**config.mk**
```make
export PLATFORM = sky130hd
export DESIGN_NAME = score_display_scanner
export DESIGN_NICKNAME = d
export VERILOG_FILES = /design/src/rtl/sevenseg_pkg.sv /design/src/rtl/bcd_decade.sv /design/src/rtl/score_display_scanner.sv
export SDC_FILE = /design/constraint.sdc
export NUM_CORES = 1
export LEC_CHECK = 0
export CORE_MARGIN = 2
export CORE_UTILIZATION = 51
export CTS_BUF_LIST = sky130_fd_sc_hd__clkbuf_16
export CTS_CLUSTER_DIAMETER = 100
export DETAILED_ROUTE_END_ITERATION = 8
export GPL_ROUTABILITY_DRIVEN = 0
export PLACE_DENSITY = 0.76
export SLEW_MARGIN = 20
export SYNTH_ARGS = -nofsm -noshare
export SYNTH_HDL_FRONTEND = slang
export SYNTH_HIERARCHICAL = 1
export SYNTH_SLANG_ARGS = --single-unit
```
**constraint.sdc**
```tcl
create_clock -name clk -period 7.2 [get_ports clk]
set_input_delay 1.8 -clock clk [delete_from_list [all_inputs] [get_ports clk]]
set_output_delay 1.8 -clock clk [all_outputs]
set_load 0.03 [all_outputs]
```
**src/rtl/sevenseg_pkg.sv**
```systemverilog
// Shared constants and types for the score display scanner.
// Holds digit count, BCD limit, anode patterns and slot select type.
package sevenseg_pkg;

    localparam int NUM_DIGITS = 4;
    localparam logic [3:0] BCD_MAX = 4'd9;
    localparam logic [3:0] AN_ALL_OFF = 4'b1111;

    localparam logic [3:0] AN_SEL0 = 4'b1110;
    localparam logic [3:0] AN_SEL1 = 4'b1101;
    localparam logic [3:0] AN_SEL2 = 4'b1011;
    localparam logic [3:0] AN_SEL3 = 4'b0111;

    typedef logic [1:0] digit_sel_t;

    function automatic logic [3:0] an_for(input digit_sel_t s);
        logic [3:0] r;
        r = AN_ALL_OFF;
        case (s)
            2'd0: r = AN_SEL0;
            2'd1: r = AN_SEL1;
            2'd2: r = AN_SEL2;
            2'd3: r = AN_SEL3;
            default: r = AN_ALL_OFF;
        endcase
        return r;
    endfunction

endpackage

```
**src/rtl/bcd_decade.sv**
```systemverilog
// One BCD decade adder: sum = value + addend + carry_in, mod 10.
// Ports: value, addend (BCD nibbles), carry_in -> sum, carry_out.
module bcd_decade
    import sevenseg_pkg::*;
(
    input  logic [3:0] value,
    input  logic [3:0] addend,
    input  logic       carry_in,
    output logic [3:0] sum,
    output logic       carry_out
);

    logic [4:0] raw;
    logic [4:0] adj;

    assign raw = {1'b0, value} + {1'b0, addend} + {4'b0, carry_in};
    assign adj = raw - 5'd10;
    assign carry_out = (raw > {1'b0, BCD_MAX});
    assign sum = carry_out ? adj[3:0] : raw[3:0];

endmodule

```
**src/rtl/score_display_scanner.sv**
```systemverilog
// 4-digit BCD score counter with time-multiplexed digit bus and
// active-low anode enables. Ports: clk, reset (sync, high), inc, clr,
// freeze -> digit[3:0], an[3:0], score_bcd[15:0], sat.
// Optional macro SCORE_LZ_BLANK_EN blanks leading zero digits.
module score_display_scanner
    import sevenseg_pkg::*;
#(
    parameter int REFRESH_DIV = 100000,
    parameter int SCORE_STEP  = 1
)
(
    input  logic        clk,
    input  logic        reset,
    input  logic        inc,
    input  logic        clr,
    input  logic        freeze,
    output logic [3:0]  digit,
    output logic [3:0]  an,
    output logic [15:0] score_bcd,
    output logic        sat
);

    localparam int CW = (REFRESH_DIV > 1) ? $clog2(REFRESH_DIV) : 1;
    localparam logic [CW-1:0] TC = CW'(REFRESH_DIV - 1);
    localparam logic [3:0] STEP = 4'(SCORE_STEP);

    logic [NUM_DIGITS:0] carry;
    logic [15:0]         sum;
    logic [CW-1:0]       scan_cnt;
    digit_sel_t          slot;
    logic                blank;
    logic [3:0]          disp_an;
    logic [3:0]          disp_digit;

    assign carry[0] = 1'b0;

    for (genvar i = 0; i < NUM_DIGITS; i++) begin : g_dec
        bcd_decade u_dec (
            .value     (score_bcd[4*i +: 4]),
            .addend    ((i == 0) ? STEP : 4'h0),
            .carry_in  (carry[i]),
            .sum       (sum[4*i +: 4]),
            .carry_out (carry[i+1])
        );
    end

    // A carry out of the thousands decade means the sum passed 9999.
    always_ff @(posedge clk) begin
        if (reset) begin
            score_bcd <= 16'h0000;
            sat       <= 1'b0;
        end else if (clr) begin
            score_bcd <= 16'h0000;
            sat       <= 1'b0;
        end else if (inc && !freeze) begin
            if (carry[NUM_DIGITS]) begin
                score_bcd <= 16'h9999;
                sat       <= 1'b1;
            end else begin
                score_bcd <= sum;
            end
        end
    end

    always_comb begin
        blank = 1'b0;
`ifdef SCORE_LZ_BLANK_EN
        case (slot)
            2'd1: blank = (score_bcd[15:4] == 12'h000);
            2'd2: blank = (score_bcd[15:8] == 8'h00);
            2'd3: blank = (score_bcd[15:12] == 4'h0);
            default: blank = 1'b0;
        endcase
`endif
        disp_an    = blank ? AN_ALL_OFF : an_for(slot);
        disp_digit = blank ? 4'h0 : score_bcd[{slot, 2'b00} +: 4];
    end

    // digit and an load together from the pre-edge slot and score.
    always_ff @(posedge clk) begin
        if (reset) begin
            scan_cnt <= '0;
            slot     <= 2'd0;
            digit    <= 4'h0;
            an       <= AN_ALL_OFF;
        end else begin
            if (scan_cnt == TC) begin
                scan_cnt <= '0;
                slot     <= slot + 2'd1;
            end else begin
                scan_cnt <= scan_cnt + 1'b1;
            end
            digit <= disp_digit;
            an    <= disp_an;
        end
    end

endmodule

```
==> results of run 1 <==
final cells by class:
class                   count  share of cell area
multi-input cells         238               0.548
flip-flops and latches     44               0.248
repair buffers             47               0.121
clock buffers               5              0.0352
well taps                  70              0.0246
clock inverters             3              0.0120
inverters                  11              0.0116
cells in the mapped netlist, drive strengths merged (5+ instances only):
cell type / n
a21oi: 23
clkbuf: 9
dfxtp: 44
fa: 8
ha: 21
inv: 11
mux2i: 5
nand2: 12
nand2b: 6
nand3: 10
nand3b: 8
nand4: 6
nor2: 27
nor2b: 9
nor3: 19
o31ai: 5
xnor2: 16
xor2: 6
logic make-up (layout without fill, tap and decap cells):
group	count (synthesis)	after routing	synth area share
buffers and inverters	23	66	0.0386
DFF	44	44	0.323
adders and majority gates	29	29	0.155
other	2	21	0.00276
muxes	9	9	0.0514
AOI/OAI and AO/OA	45	45	0.129
xor gates and xnor gates	22	22	0.0707
and+or+nand+nor	112	112	0.230
metal layers:
layer	track usage	vias up
met4	0.0821	0
met3	0.0412	10
met2	0.403	66
met5	0	-
li1	-	1129
met1	0.274	1105
worst max-delay path by stage:
stage | start | to | slack, ps
floorplan | score_bcd[0]$_SDFFE_PP0N_ | score_bcd[14]$_SDFFE_PP0N_ | 20
global placement | score_bcd[0]$_SDFFE_PP0N_ | score_bcd[15]$_SDFFE_PP0N_ | 80
detailed placement | score_bcd[0]$_SDFFE_PP0N_ | score_bcd[15]$_SDFFE_PP0N_ | -210
CTS | score_bcd[0]$_SDFFE_PP0N_ | score_bcd[15]$_SDFFE_PP0N_ | 10
global route | score_bcd[0]$_SDFFE_PP0N_ | score_bcd[15]$_SDFFE_PP0N_ | -40
finish | score_bcd[0]$_SDFFE_PP0N_ | score_bcd[13]$_SDFFE_PP0N_ | 190
worst reg2reg max path: cells and delay by family (launching register included):
kind,cells,cell delay (ps)
buffers and inverters,4,420
AO/OA/AOI/OAI,9,1740
flip-flops,1,320
XOR/XNOR,2,310
AND/OR/NAND/NOR,1,90
adder cells (fa/ha/maj),12,4080
flip-flops by register name, indices dropped and copies added, names as in the netlist:
| name | flops |
|---|---|
| scan_cnt | 17 |
| score_bcd | 16 |
| an | 4 |
| digit | 4 |
| slot | 2 |
| sat | 1 |
where the power goes:
part           internal (mW)  switching [mW]  leakage (nW)  total (mW)
registers              0.250         0.00901         0.357       0.259
clock network          0.163          0.0949        0.0814       0.258
logic                  0.145           0.142         0.939       0.287
placed cells by master (no fill, tap or decap), types with 3 or more instances in the layout:
cell,instances
a2111oi_0,3
a21o_2,4
a21oi_1,20
a21oi_2,3
a31o_4,3
and3_1,4
buf_4,17
clkbuf_16,5
clkdlybuf4s50_1,29
conb_1,21
dfxtp_1,44
fa_2,8
ha_1,17
inv_1,8
inv_2,3
mux2i_1,5
mux4_2,4
nand2_1,12
nand2b_1,6
nand3_1,9
nand3b_1,8
nand4_1,5
nor2_1,27
nor2b_1,9
nor3_1,18
nor4b_1,3
o22ai_1,4
o31ai_4,4
xnor2_1,12
xor2_1,6
per-stage QoR:
step	utilization	cell area [um^2]	power (mW)
after floorplan	-	2820	0.428
after global placement	0.620	3190	0.478
after detailed placement	0.620	3190	0.483
after CTS	0.663	3410	0.752
after global routing	0.692	3550	0.842
final	0.692	3550	0.805
timing repair:
action	in CTS	in global routing
pin swaps	3	10
cloned	0	1
setup buffers	2	6
setup endpoints to repair	17	17
endpoints found under the hold margin	0	0
resized for setup	10	19
==> out/metrics.yaml, run 1 <==
status:
  status: "finished clean"
clock_network:
  clock_latency_ps: 290
  h-tree-depth: 2
  cts.sinks: 44
  path_clk_slew_ps: 70
  clockBufferDepth: 2
  cts_tree: "built"
  cts_buffers: 5
  cts_hold_buf: 0
  cts-root-buf: "clkbuf_16"
sta:
  worstMarginPinSlew_ps: 705
  fin_skew_ps: 5.40
  relSlewSlack: 0.530
  hold_violations: 0
  hold_ws_ps: 465
  setup_viol: 0
  period_minus_slack_ps: 7010
  tns_ps: 0
  finalCritPeriodShare: 0.974
  fmax_mhz: 143
  worst_slack_ps: 188
  slew_violations: 0
setup_path:
  timing.rr.end: "score_bcd[13]$_SDFFE_PP0N_"
  crit_fanout: 5
  cp_num_buf_inv: 4
  critPathKind: "register to register"
  start_kind: "register"
  cp_slowest_cell: "fa_2"
  cp_top_family: "adder cells"
  r2r-start: "score_bcd[0]$_SDFFE_PP0N_"
  r2r_setup_slack_ps: 190
  critPathCaptureType: "register"
  crit_arrival_ps: 7230
  path_common_cell: "fa_2"
  crit_path_max_incr_delay_ps: 550
  required_ps: 7420
  crit_cells: 28
  r2r_cells: 28
placed_design:
  place_inst: 401
  port_buffers: 29
  dp_worst_setup_slack_ps: -210
  dp_hpwl_um: 4400
grt:
  grt_usage: 0.227
  grt_pass1_vias: 2296
  grt_pass1_wl_um: 10900
  grt_start_max_net_pins: 18
  grt_overflow: 0
  antenna_found_initial: 0
logic_synthesis:
  synth_edf_count: 0
  synth_area_leader_cell: "dfxtp_1"
  netlist.area_leader.share: 0.323
  yosysSeqAreaShare: 0.323
  yosysWarnings: 6
  ys_ff_latch: 44
  synthCells: 286
  synth_cell_types: 41
  syn_area_per_cell_um2: 9.53
  synth_area_leaders: "dfxtp_1, ha_1, fa_1"
  synthArstFlopShare: 0
  synth_ff_type: "dfxtp_1"
  syn_area_um2: 2730
hold_path:
  min_from: "scan_cnt[0]$_SDFF_PP0_"
  worstHoldEndpoint: "scan_cnt[0]$_SDFF_PP0_"
  min_path_cells: 1
  min-delay-path-class: "register to register"
route:
  vias_per_cell: 5.53
  wl_met2_um: 3380
  met1_length_um: 2810
  wl_per_cell_um: 15.6
  drt-pass1-iter-count: 4
  top_layer: "met4"
  drtIter0Drc: 74
  wirelength_um: 6510
  met3_length_um: 216
  ant_nets: 0
  vias: 2310
  drc: 0
die:
  initial_core_util: 0.530
  die_h_um: 77.1
  num_rows: 26
  io_pins: 30
  core_region_area_um2: 5140
  die-area_um2: 5940
  die_w_um: 77.1
finish:
  multiInputGateArea_um2: 1950
  drive_gt1_frac: 0.193
  n_fill_cell: 427
  diodes: 0
  seq_area_um2: 881
  stdcell_count: 418
  syn_to_final_growth_pct: 30.4
  fin_nets: 381
job:
  max_cap_violations: 0
power:
  peakVddDrop_mv: 0.120
  p_per_area_nw_per_um2: 226
  p_leak_nw: 1.38
No activity file was read; power rests on OpenSTA's default activity.
==> run 2, diff against run 1 <==
CORE_UTILIZATION = 56   (was 51)
PLACE_DENSITY = 0.79   (was 0.76)
SLEW_MARGIN = 10   (was 20)
clock period = 7.6 ns   (was 7.2 ns; I/O delays follow)
==> out/metrics.yaml, run 2 (synthesis results as in run 1) <==
power:
  p_switching_mw: 0.218  # was 0.246 mW
  intPower_mw: 0.502  # was 0.558 mW
  finalPower_mw: 0.720  # was 0.805 mW
  p_seq_frac: 0.341  # was 0.322
  p_comb_frac: 0.322  # was 0.357
  peakVddDrop_mv: 0.120  # about the same
  switching_share: 0.303  # was 0.306
  p_clk_frac: 0.337  # was 0.321
  p_per_area_nw_per_um2: 210  # was 226 nW/um^2
  p_leak_nw: 1.33  # was 1.38 nW
finish:
  final_common_cell: "dfxtp_1"  # unchanged
  top_regs: "scan_cnt x17, score_bcd x16"  # unchanged
  largest_reg_flops: 17  # unchanged
  largest-register: "scan_cnt"  # unchanged
  n_fill_cell: 344  # was 427
  final_core_util: 0.725  # was 0.692
  final_cell_mix: "dfxtp_1, clkdlybuf4s50_1, nor2_1"  # unchanged
  diodes: 0  # unchanged
  drive_gt1_frac: 0.144  # was 0.193
  fin_nets: 374  # was 381
  syn_to_final_growth_pct: 25.7  # was 30.4%
sta:
  fmax_mhz: 137  # was 143 MHz
  finalCritPeriodShare: 0.959  # was 0.974
  worstMarginPinSlew_ps: 679  # was 705 ps
  slew_violations: 0  # unchanged
  relSlewSlack: 0.547  # was 0.530
  period_minus_slack_ps: 7290  # was 7010 ps
  hold_violations: 0  # unchanged
  setup_viol: 0  # unchanged
  fin_skew_ps: 3.17  # was 5.40 ps
route:
  drc: 0  # unchanged
  wirelength_um: 6200  # was 6510 um
  vias_per_cell: 5.60  # was 5.53
  drtIter0Drc: 123  # was 74
  ant_nets: 0  # unchanged
  vias: 2284  # was 2,310
  drt-pass1-iter-count: 4  # unchanged
  wl_per_cell_um: 15.2  # was 15.6 um
setup_path:
  cp_slowest_cell: "fa_2"  # unchanged
  critPathKind: "register to register"  # unchanged
  crit_cells: 27  # was 28
  r2r-start: "score_bcd[0]$_SDFFE_PP0N_"  # unchanged
  critPathCaptureType: "register"  # unchanged
  start_kind: "register"  # unchanged
  crit_path_max_incr_delay_ps: 530  # was 550 ps
  crit_arrival_ps: 7500  # was 7230 ps
  crit_fanout: 4  # was 5
  r2r_cells: 27  # was 28
  required_ps: 7810  # was 7420 ps
  r2r_setup_slack_ps: 310  # was 190 ps
  crit_end: "score_bcd[14]$_SDFFE_PP0N_"  # was score_bcd[13]$_SDFFE_PP0N_
  timing.rr.end: "score_bcd[14]$_SDFFE_PP0N_"  # was score_bcd[13]$_SDFFE_PP0N_
  crit_start: "score_bcd[0]$_SDFFE_PP0N_"  # unchanged
  path_common_cell: "fa_2"  # unchanged
  cp_top_family: "adder cells"  # unchanged
  cp_num_buf_inv: 2  # was 4
grt:
  grt_pass1_wl_um: 9810  # was 10,900 um
  grt_start_max_net_pins: 18  # unchanged
  antenna_found_initial: 0  # unchanged
  grt_overflow: 0  # unchanged
  grt_pass1_vias: 2124  # was 2,296
  grt_usage: 0.233  # was 0.227
die:
  num_rows: 25  # was 26
  io_pins: 30  # unchanged
  die-area_um2: 5440  # was 5940 um^2
  core_region_area_um2: 4720  # was 5140 um^2
  die_w_um: 73.8  # was 77.1 um
  die_h_um: 73.8  # was 77.1 um
  initial_core_util: 0.577  # was 0.530
clock_network:
  cts_hold_buf: 0  # unchanged
  clock_latency_ps: 280  # was 290 ps
  h-tree-depth: 2  # unchanged
  clockBufferDepth: 2  # unchanged
  path_clk_slew_ps: 60  # was 70 ps
  cts-root-buf: "clkbuf_16"  # unchanged
  cts.sinks: 44  # unchanged
  cts_tree: "built"  # unchanged
  cts_buffers: 5  # unchanged
status:
  status: "finished clean"  # unchanged
placed_design:
  port_buffers: 29  # unchanged
  dp_hpwl_um: 4200  # was 4400 um
job:
  max_cap_violations: 0  # unchanged
hold_path:
  min-delay-path-class: "register to register"  # unchanged
## run 2: cell types whose count changed in the layout (fill, tap and decap cells not counted), sizes merged
cell  delta
buf      -7
## run 2: routing by layer
metal | track usage | up-vias | share of wire
met1 | 0.298 | 1093 | 0.45
li1 | - | 1110 | -
met2 | 0.398 | 70 | 0.50
met4 | 0.0687 | 0 | 0.018
met3 | 0.0453 | 11 | 0.038
met5 | 0 | - | 0
## run 2: timing repair
item                       4_1_cts  5_1_grt
setup endpoints to repair       16       17
resized for setup                2       14
pin swaps                        0        8
buffers inserted                 0        8
## run 2: area by class of cell
class / count / area (um^2) / area share
multi-input combinational: 238 / 1870 / 0.547
sequential: 44 / 881 / 0.257
timing repair buffer: 40 / 377 / 0.110
clock buffer: 5 / 125 / 0.0365
tap: 67 / 83.8 / 0.0245
clock inverter: 3 / 42.5 / 0.0124
inverter: 11 / 41.3 / 0.0121
## run 2: stage by stage
| stage | setup WS (ps) | std cells | hold WS, ps | area (um^2) | TNS (ps) |
|---|---|---|---|---|---|
| 2_1_floorplan | 198 | 305 | 430 | 2800 | 0 |
| 3_3_place_gp | 250 | 392 | 440 | 3130 | 0 |
| 3_5_place_dp | -24.4 | 392 | 449 | 3130 | -115 |
| 4_1_cts | 26.3 | 400 | 464 | 3310 | 0 |
| 5_1_grt | -51.7 | 408 | 497 | 3420 | -132 |
| 6_report | 312 | 408 | 459 | 3420 | 0 |
## run 2: power groups by stage
stage	sequential [mW]	clock (mW)	combinational [mW]
floorplan	0.258	0	0.143
global placement	0.250	0	0.192
detailed placement	0.250	0	0.197
CTS	0.245	0.245	0.201
global route	0.246	0.255	0.253
finish	0.245	0.243	0.232
## run 2: worst min-delay path by stage
stage | start | to | depth (start not counted)
after floorplan | scan_cnt[0]$_SDFF_PP0_ | scan_cnt[0]$_SDFF_PP0_ | 1
after global placement | scan_cnt[0]$_SDFF_PP0_ | scan_cnt[0]$_SDFF_PP0_ | 1
after detailed placement | scan_cnt[0]$_SDFF_PP0_ | scan_cnt[0]$_SDFF_PP0_ | 1
after CTS | scan_cnt[0]$_SDFF_PP0_ | scan_cnt[0]$_SDFF_PP0_ | 1
after global routing | scan_cnt[0]$_SDFF_PP0_ | scan_cnt[0]$_SDFF_PP0_ | 1
final | scan_cnt[0]$_SDFF_PP0_ | scan_cnt[0]$_SDFF_PP0_ | 1
==> run 3, diff against run 2 <==
CORE_ASPECT_RATIO = 0.7   (was unset)
CORE_UTILIZATION = 45   (was 56)
PLACE_DENSITY = 0.66   (was 0.79)
==> out/metrics.yaml, run 3 (synthesis results as in run 1) <==
clock_network:
  path_clk_slew_ps: 60  # about the same
  cts_buffers: 5  # unchanged
  clock_latency_ps: 280  # about the same
  cts-root-buf: "clkbuf_16"  # unchanged
  cts_hold_buf: 0  # unchanged
  h-tree-depth: 2  # unchanged
  clockBufferDepth: 2  # unchanged
  cts.sinks: 44  # unchanged
  cts_tree: "built"  # unchanged
grt:
  grt_pass1_vias: 2006  # was 2,124
  grt_pass1_wl_um: 10000  # was 9810 um
  grt_start_max_net_pins: 18  # unchanged
  grt_usage: 0.182  # was 0.233
  antenna_found_initial: 0  # unchanged
  grt_overflow: 0  # unchanged
route:
  vias: 2164  # was 2,284
  drt-pass1-iter-count: 4  # unchanged
  drc: 0  # unchanged
  wl_per_cell_um: 15.1  # was 15.2 um
  wirelength_um: 6200  # about the same
  ant_nets: 0  # unchanged
  vias_per_cell: 5.25  # was 5.60
  drtIter0Drc: 101  # was 123
sta:
  relSlewSlack: 0.535  # was 0.547
  hold_violations: 0  # unchanged
  period_minus_slack_ps: 7360  # was 7290 ps
  finalCritPeriodShare: 0.969  # was 0.959
  worstMarginPinSlew_ps: 697  # was 679 ps
  fin_skew_ps: 2.60  # was 3.17 ps
  setup_viol: 0  # unchanged
  slew_violations: 0  # unchanged
  fmax_mhz: 136  # was 137 MHz
  worst_slack_ps: 238  # was 312 ps
finish:
  largest_reg_flops: 17  # unchanged
  drive_gt1_frac: 0.145  # was 0.144
  syn_to_final_growth_pct: 24.1  # was 25.7%
  final_cell_mix: "dfxtp_1, clkdlybuf4s50_1, nor2_1"  # unchanged
  largest-register: "scan_cnt"  # unchanged
  diodes: 0  # unchanged
  final_common_cell: "dfxtp_1"  # unchanged
  top_regs: "scan_cnt x17, score_bcd x16"  # unchanged
  fin_nets: 370  # was 374
placed_design:
  dp_hpwl_um: 4440  # was 4200 um
  dp_worst_setup_slack_ps: -161  # was -24.4 ps
  port_buffers: 29  # unchanged
hold_path:
  min-delay-path-class: "register to register"  # unchanged
setup_path:
  crit_arrival_ps: 7570  # was 7500 ps
  required_ps: 7810  # about the same
  start_kind: "register"  # unchanged
  critPathKind: "register to register"  # unchanged
  crit_fanout: 5  # was 4
  critPathCaptureType: "register"  # unchanged
power:
  p_clk_frac: 0.311  # was 0.337
  p_comb_frac: 0.332  # was 0.322
  finalPower_mw: 0.687  # was 0.720 mW
  p_seq_frac: 0.357  # was 0.341
  switching_share: 0.321  # was 0.303
  p_per_area_nw_per_um2: 203  # was 210 nW/um^2
  p_leak_nw: 1.29  # was 1.33 nW
  peakVddDrop_mv: 0.103  # was 0.120 mV
  intPower_mw: 0.466  # was 0.502 mW
  p_switching_mw: 0.221  # was 0.218 mW
die:
  core_region_area_um2: 5780  # was 4720 um^2
  io_pins: 30  # unchanged
  die_h_um: 69.1  # was 73.8 um
  die-area_um2: 6700  # was 5440 um^2
  initial_core_util: 0.471  # was 0.577
  num_rows: 23  # was 25
  die_w_um: 97.0  # was 73.8 um
job:
  max_cap_violations: 0  # unchanged
status:
  status: "finished clean"  # unchanged
## run 3: final cells by class
| cell class | count | area, um^2 |
|---|---|---|
| fillers | 524 | 2400 |
| multi-input cells | 238 | 1870 |
| flip-flops and latches | 44 | 881 |
| repair buffers | 36 | 344 |
| clock buffers | 5 | 125 |
| well taps | 75 | 93.8 |
| inverters | 11 | 41.3 |
| clock inverters | 3 | 23.8 |
## run 3: per-layer routing
layer | routed length, um | share of wire | global-route usage
met1 | 3140 | 0.51 | 0.280
met2 | 2650 | 0.43 | 0.258
met3 | 366 | 0.059 | 0.0426
met4 | 48 | 0.0077 | 0.0407
met5 | 0 | 0 | 0
## run 3: critical path, cell delays in order (launching register included)
cell	delay (ps)
dfxtp_1	350
fa_1	470
fa_2	390
xnor2_2	240
ha_2	240
a31o_1	170
o31ai_4	90
fa_2	400
fa_2	520
inv_1	70
ha_1	210
a31o_1	230
o31ai_4	280
fa_2	280
fa_2	440
inv_2	110
ha_2	220
a31o_4	130
o31ai_4	100
fa_2	390
fa_2	540
inv_1	80
ha_1	210
a31o_1	240
o31ai_4	410
mux2i_1	240
nand3b_1	90
a21oi_1	150
## run 3: what timing repair did
item / 4_1_cts / 5_1_grt
gates resized for setup: 5 / 13
pin swaps: 1 / 7
endpoints found under the setup margin: 17 / 17
setup buffers: 0 / 3
hold endpoints to repair: 0 / 0
gates cloned: 0 / 1
## run 3: per-stage QoR
stage	utilization	hold WS, ps	area [um^2]	TNS [ps]	cells
floorplan	-	430	2800	0	305
global placement	0.543	445	3140	0	400
detailed placement	0.543	469	3140	-2150	400
CTS	0.574	483	3320	0	408
global route	0.585	504	3380	-251	412
finish	0.585	471	3380	0	412
## run 3: power groups by stage
stage / registers, mW / logic [mW] / clock network (mW)
floorplan: 0.258 / 0.143 / 0
global placement: 0.250 / 0.194 / 0
detailed placement: 0.250 / 0.197 / 0
CTS: 0.245 / 0.203 / 0.217
global route: 0.246 / 0.246 / 0.230
finish: 0.245 / 0.228 / 0.213
## run 3: final timing paths
path | startpoint | endpoint | slack (ps) | depth (start not counted)
max | score_bcd[0]$_SDFFE_PP0N_ | score_bcd[14]$_SDFFE_PP0N_ | 240 | 27
max reg2reg | score_bcd[0]$_SDFFE_PP0N_ | score_bcd[14]$_SDFFE_PP0N_ | 240 | 27
min | scan_cnt[0]$_SDFF_PP0_ | scan_cnt[0]$_SDFF_PP0_ | 470 | 1
min reg2reg | scan_cnt[0]$_SDFF_PP0_ | scan_cnt[0]$_SDFF_PP0_ | 470 | 1
==> RTL edit, RTL diff (config.mk and constraints of run 1) <==
Put one more register stage on the output `digit`. The value now appears one clock later. The other outputs are not delayed to match.
--- a/src/rtl/score_display_scanner.sv
+++ b/src/rtl/score_display_scanner.sv
@@ -23,6 +23,8 @@
     localparam int CW = (REFRESH_DIV > 1) ? $clog2(REFRESH_DIV) : 1;
     localparam logic [CW-1:0] TC = CW'(REFRESH_DIV - 1);
     localparam logic [3:0] STEP = 4'(SCORE_STEP);
+
+    logic [3:0] digit_s0;
 
     logic [NUM_DIGITS:0] carry;
     logic [15:0]         sum;
@@ -81,7 +83,7 @@
         if (reset) begin
             scan_cnt <= '0;
             slot     <= 2'd0;
-            digit    <= 4'h0;
+            digit_s0 <= 4'h0;
             an       <= AN_ALL_OFF;
         end else begin
             if (scan_cnt == TC) begin
@@ -90,10 +92,14 @@
             end else begin
                 scan_cnt <= scan_cnt + 1'b1;
             end
-            digit <= disp_digit;
+            digit_s0 <= disp_digit;
             an    <= disp_an;
         end
     end
 
+    always_ff @(posedge clk) begin
+        digit <= digit_s0;
+    end
+
 endmodule
 
Check against the original RTL: not equivalent (a bounded check fails within 4 cycles, from zero or initial values and one cycle with reset high).
==> RTL edit against run 1 <==
  * Power shrank 2.1%
  * Highest routed layer unchanged
  * Sequential cell count grew 4
  * Sequential share of layout area grew 1.9 points
  * Synthesized area grew 3.4%
  * Wire length shrank 2.7%
  * Setup slack gained 0.012 ns
  * Design area grew 1.4%
  * Die area grew 3.3%
==> RTL edit: results (changes against run 1) <==
================================================================================
Status                                                              complete, no violations
Clk pin slew, worst setup/hold paths                                     0.07 ns   about the same
Register share of total power                                              35.9%   +3.7 points
Initial DRC Count                                                            114   +54%
Max-slew headroom                                                          52.3%   -0.72 points
Share of layout cells above drive strength 1                               18.9%   -0.38 points
Clk root buf                                                           clkbuf_16
Vias in the first global route                                              2234   -2.7%
Async S/R FF share, synth                                                     0%   unchanged
Peak ir drop on the vdd network                                       0.000123 V   +2.9%
Arrival time of data at the critical path endpoint                       7.22 ns   about the same
Filler Cells Inserted                                                        438   +2.6%
Most used DFF post-synth                                                 dfxtp_1
Sw power                                                                0.248 mW   +0.53%
Worst-case reg-to-reg path depth                                              27   -3.6%
Overall track demand over capacity in global routing                       21.7%   -1.0 points
Sequential-to-total area share from yosys stat                             34.1%   +1.8 points
Mux cell area share after synthesis                                        4.97%   -0.17 points
Compound-Gate Fraction of Synth Area                                       12.6%   -0.29 points
Wire per inst                                                            14.8 um   -4.8%
Global-route wire length before repair                                   10.5 mm   -3.6%
Number of nets in the final layout                                           388   +1.8%
Worst Min Path Start                                                digit_s0[3]$_SDFF_PP0_
Combinational power                                                     0.277 mW   -3%
Setup Skew                                                            0.00516 ns   -0.000240 ns
Share of the synthesized netlist area taken by xor and xnor gates          6.52%   -0.55 points
Adder-cell share of the synthesized area                                   15.0%   -0.52 points
Critical Path Fanout Max                                                       5   unchanged
Hold Crit Endpoint                                                  digit[3]$_DFF_P_
Combinational group share of total power                                   35.2%   -0.5 points
Half-perimeter wire length after placement                               4.32 mm   -1.9%
Cell types occupying the most area after synthesis                  dfxtp_1, ha_1, fa_1
Hold-critical path depth                                                       0   -1
Vias per cell                                                               5.49   -0.71%
Capture instance of the worst register-to-register path             score_bcd[14]$_SDFFE_PP0N_
Library cells used by synthesis                                               40   -2.4%
Leakage                                                                  1.37 nW   -0.25%
Cell types with the highest counts after synthesis                  dfxtp_1, nor2_1, a21oi_1
================================================================================
## RTL edit: critical path, stage by stage, from the launching register on
cell,delay (ns)
dfxtp_1,0.33
fa_2,0.40
fa_2,0.53
inv_1,0.07
ha_2,0.19
a31o_1,0.23
o31ai_4,0.30
fa_2,0.27
fa_2,0.46
inv_4,0.09
ha_4,0.14
a31o_4,0.11
o31ai_4,0.06
fa_2,0.39
fa_2,0.40
xnor2_2,0.22
ha_2,0.22
a31o_1,0.15
o31ai_4,0.10
fa_2,0.40
fa_2,0.54
inv_2,0.06
ha_4,0.18
a31o_4,0.23
o31ai_4,0.36
mux2i_1,0.24
nand3b_1,0.09
a21oi_1,0.14
## RTL edit: worst max-delay path by stage
stage                                 endpoint  slack (ns)                 startpoint
floorplan           score_bcd[14]$_SDFFE_PP0N_        0.02  score_bcd[0]$_SDFFE_PP0N_
global placement    score_bcd[15]$_SDFFE_PP0N_        0.12  score_bcd[0]$_SDFFE_PP0N_
detailed placement  score_bcd[15]$_SDFFE_PP0N_       -0.13  score_bcd[0]$_SDFFE_PP0N_
CTS                 score_bcd[15]$_SDFFE_PP0N_        0.01  score_bcd[0]$_SDFFE_PP0N_
global route        score_bcd[14]$_SDFFE_PP0N_       -0.07  score_bcd[0]$_SDFFE_PP0N_
finish              score_bcd[14]$_SDFFE_PP0N_        0.20  score_bcd[0]$_SDFFE_PP0N_
## RTL edit: logic make-up (layout without fill, tap and decap cells)
family | after synthesis | after routing
simple gates | 115 | 115
xor+xnor | 21 | 21
other cells | 2 | 21
mux | 9 | 9
fa+ha+maj | 29 | 29
compound gates | 47 | 47
flops | 48 | 48
buf+inv | 25 | 65
## RTL edit: layout make-up
type	instances	area (um2)	area share (%)
clock inverters	3	18.8	0.520
clock buffers	5	125	3.47
repair buffers	45	410	11.4
multi-input cells	242	1950	54.2
well taps	72	90.1	2.50
flip-flops and latches	48	961	26.6
inverters	12	47.5	1.32
## RTL edit: metal layers
metal  vias to the layer above  GRT usage, %  wire (um)
li1                       1154             -          -
met5                         -             0          0
met3                        17          5.17        213
met4                         0          9.82        167
met1                      1122          26.5       2770
met2                        50          36.2       3180
## RTL edit: repair_timing
action | in CTS | in global routing
pin swaps | 2 | 10
buffers inserted | 0 | 6
endpoints found under the setup margin | 17 | 17
resized for setup | 8 | 20
## RTL edit: stage by stage
stage / instances / worst slack, ns / TNS (ns) / area (um2) / hold WS (ns)
detailed placement: 413 / -0.132 / -0.771 / 3290 / 0.314
floorplan: 315 / 0.0158 / 0 / 2910 / 0.310
CTS: 421 / 0.0103 / 0 / 3470 / 0.329
global placement: 413 / 0.120 / 0 / 3290 / 0.314
finish: 427 / 0.200 / 0 / 3610 / 0.327
global route: 427 / -0.0678 / -0.432 / 3610 / 0.342
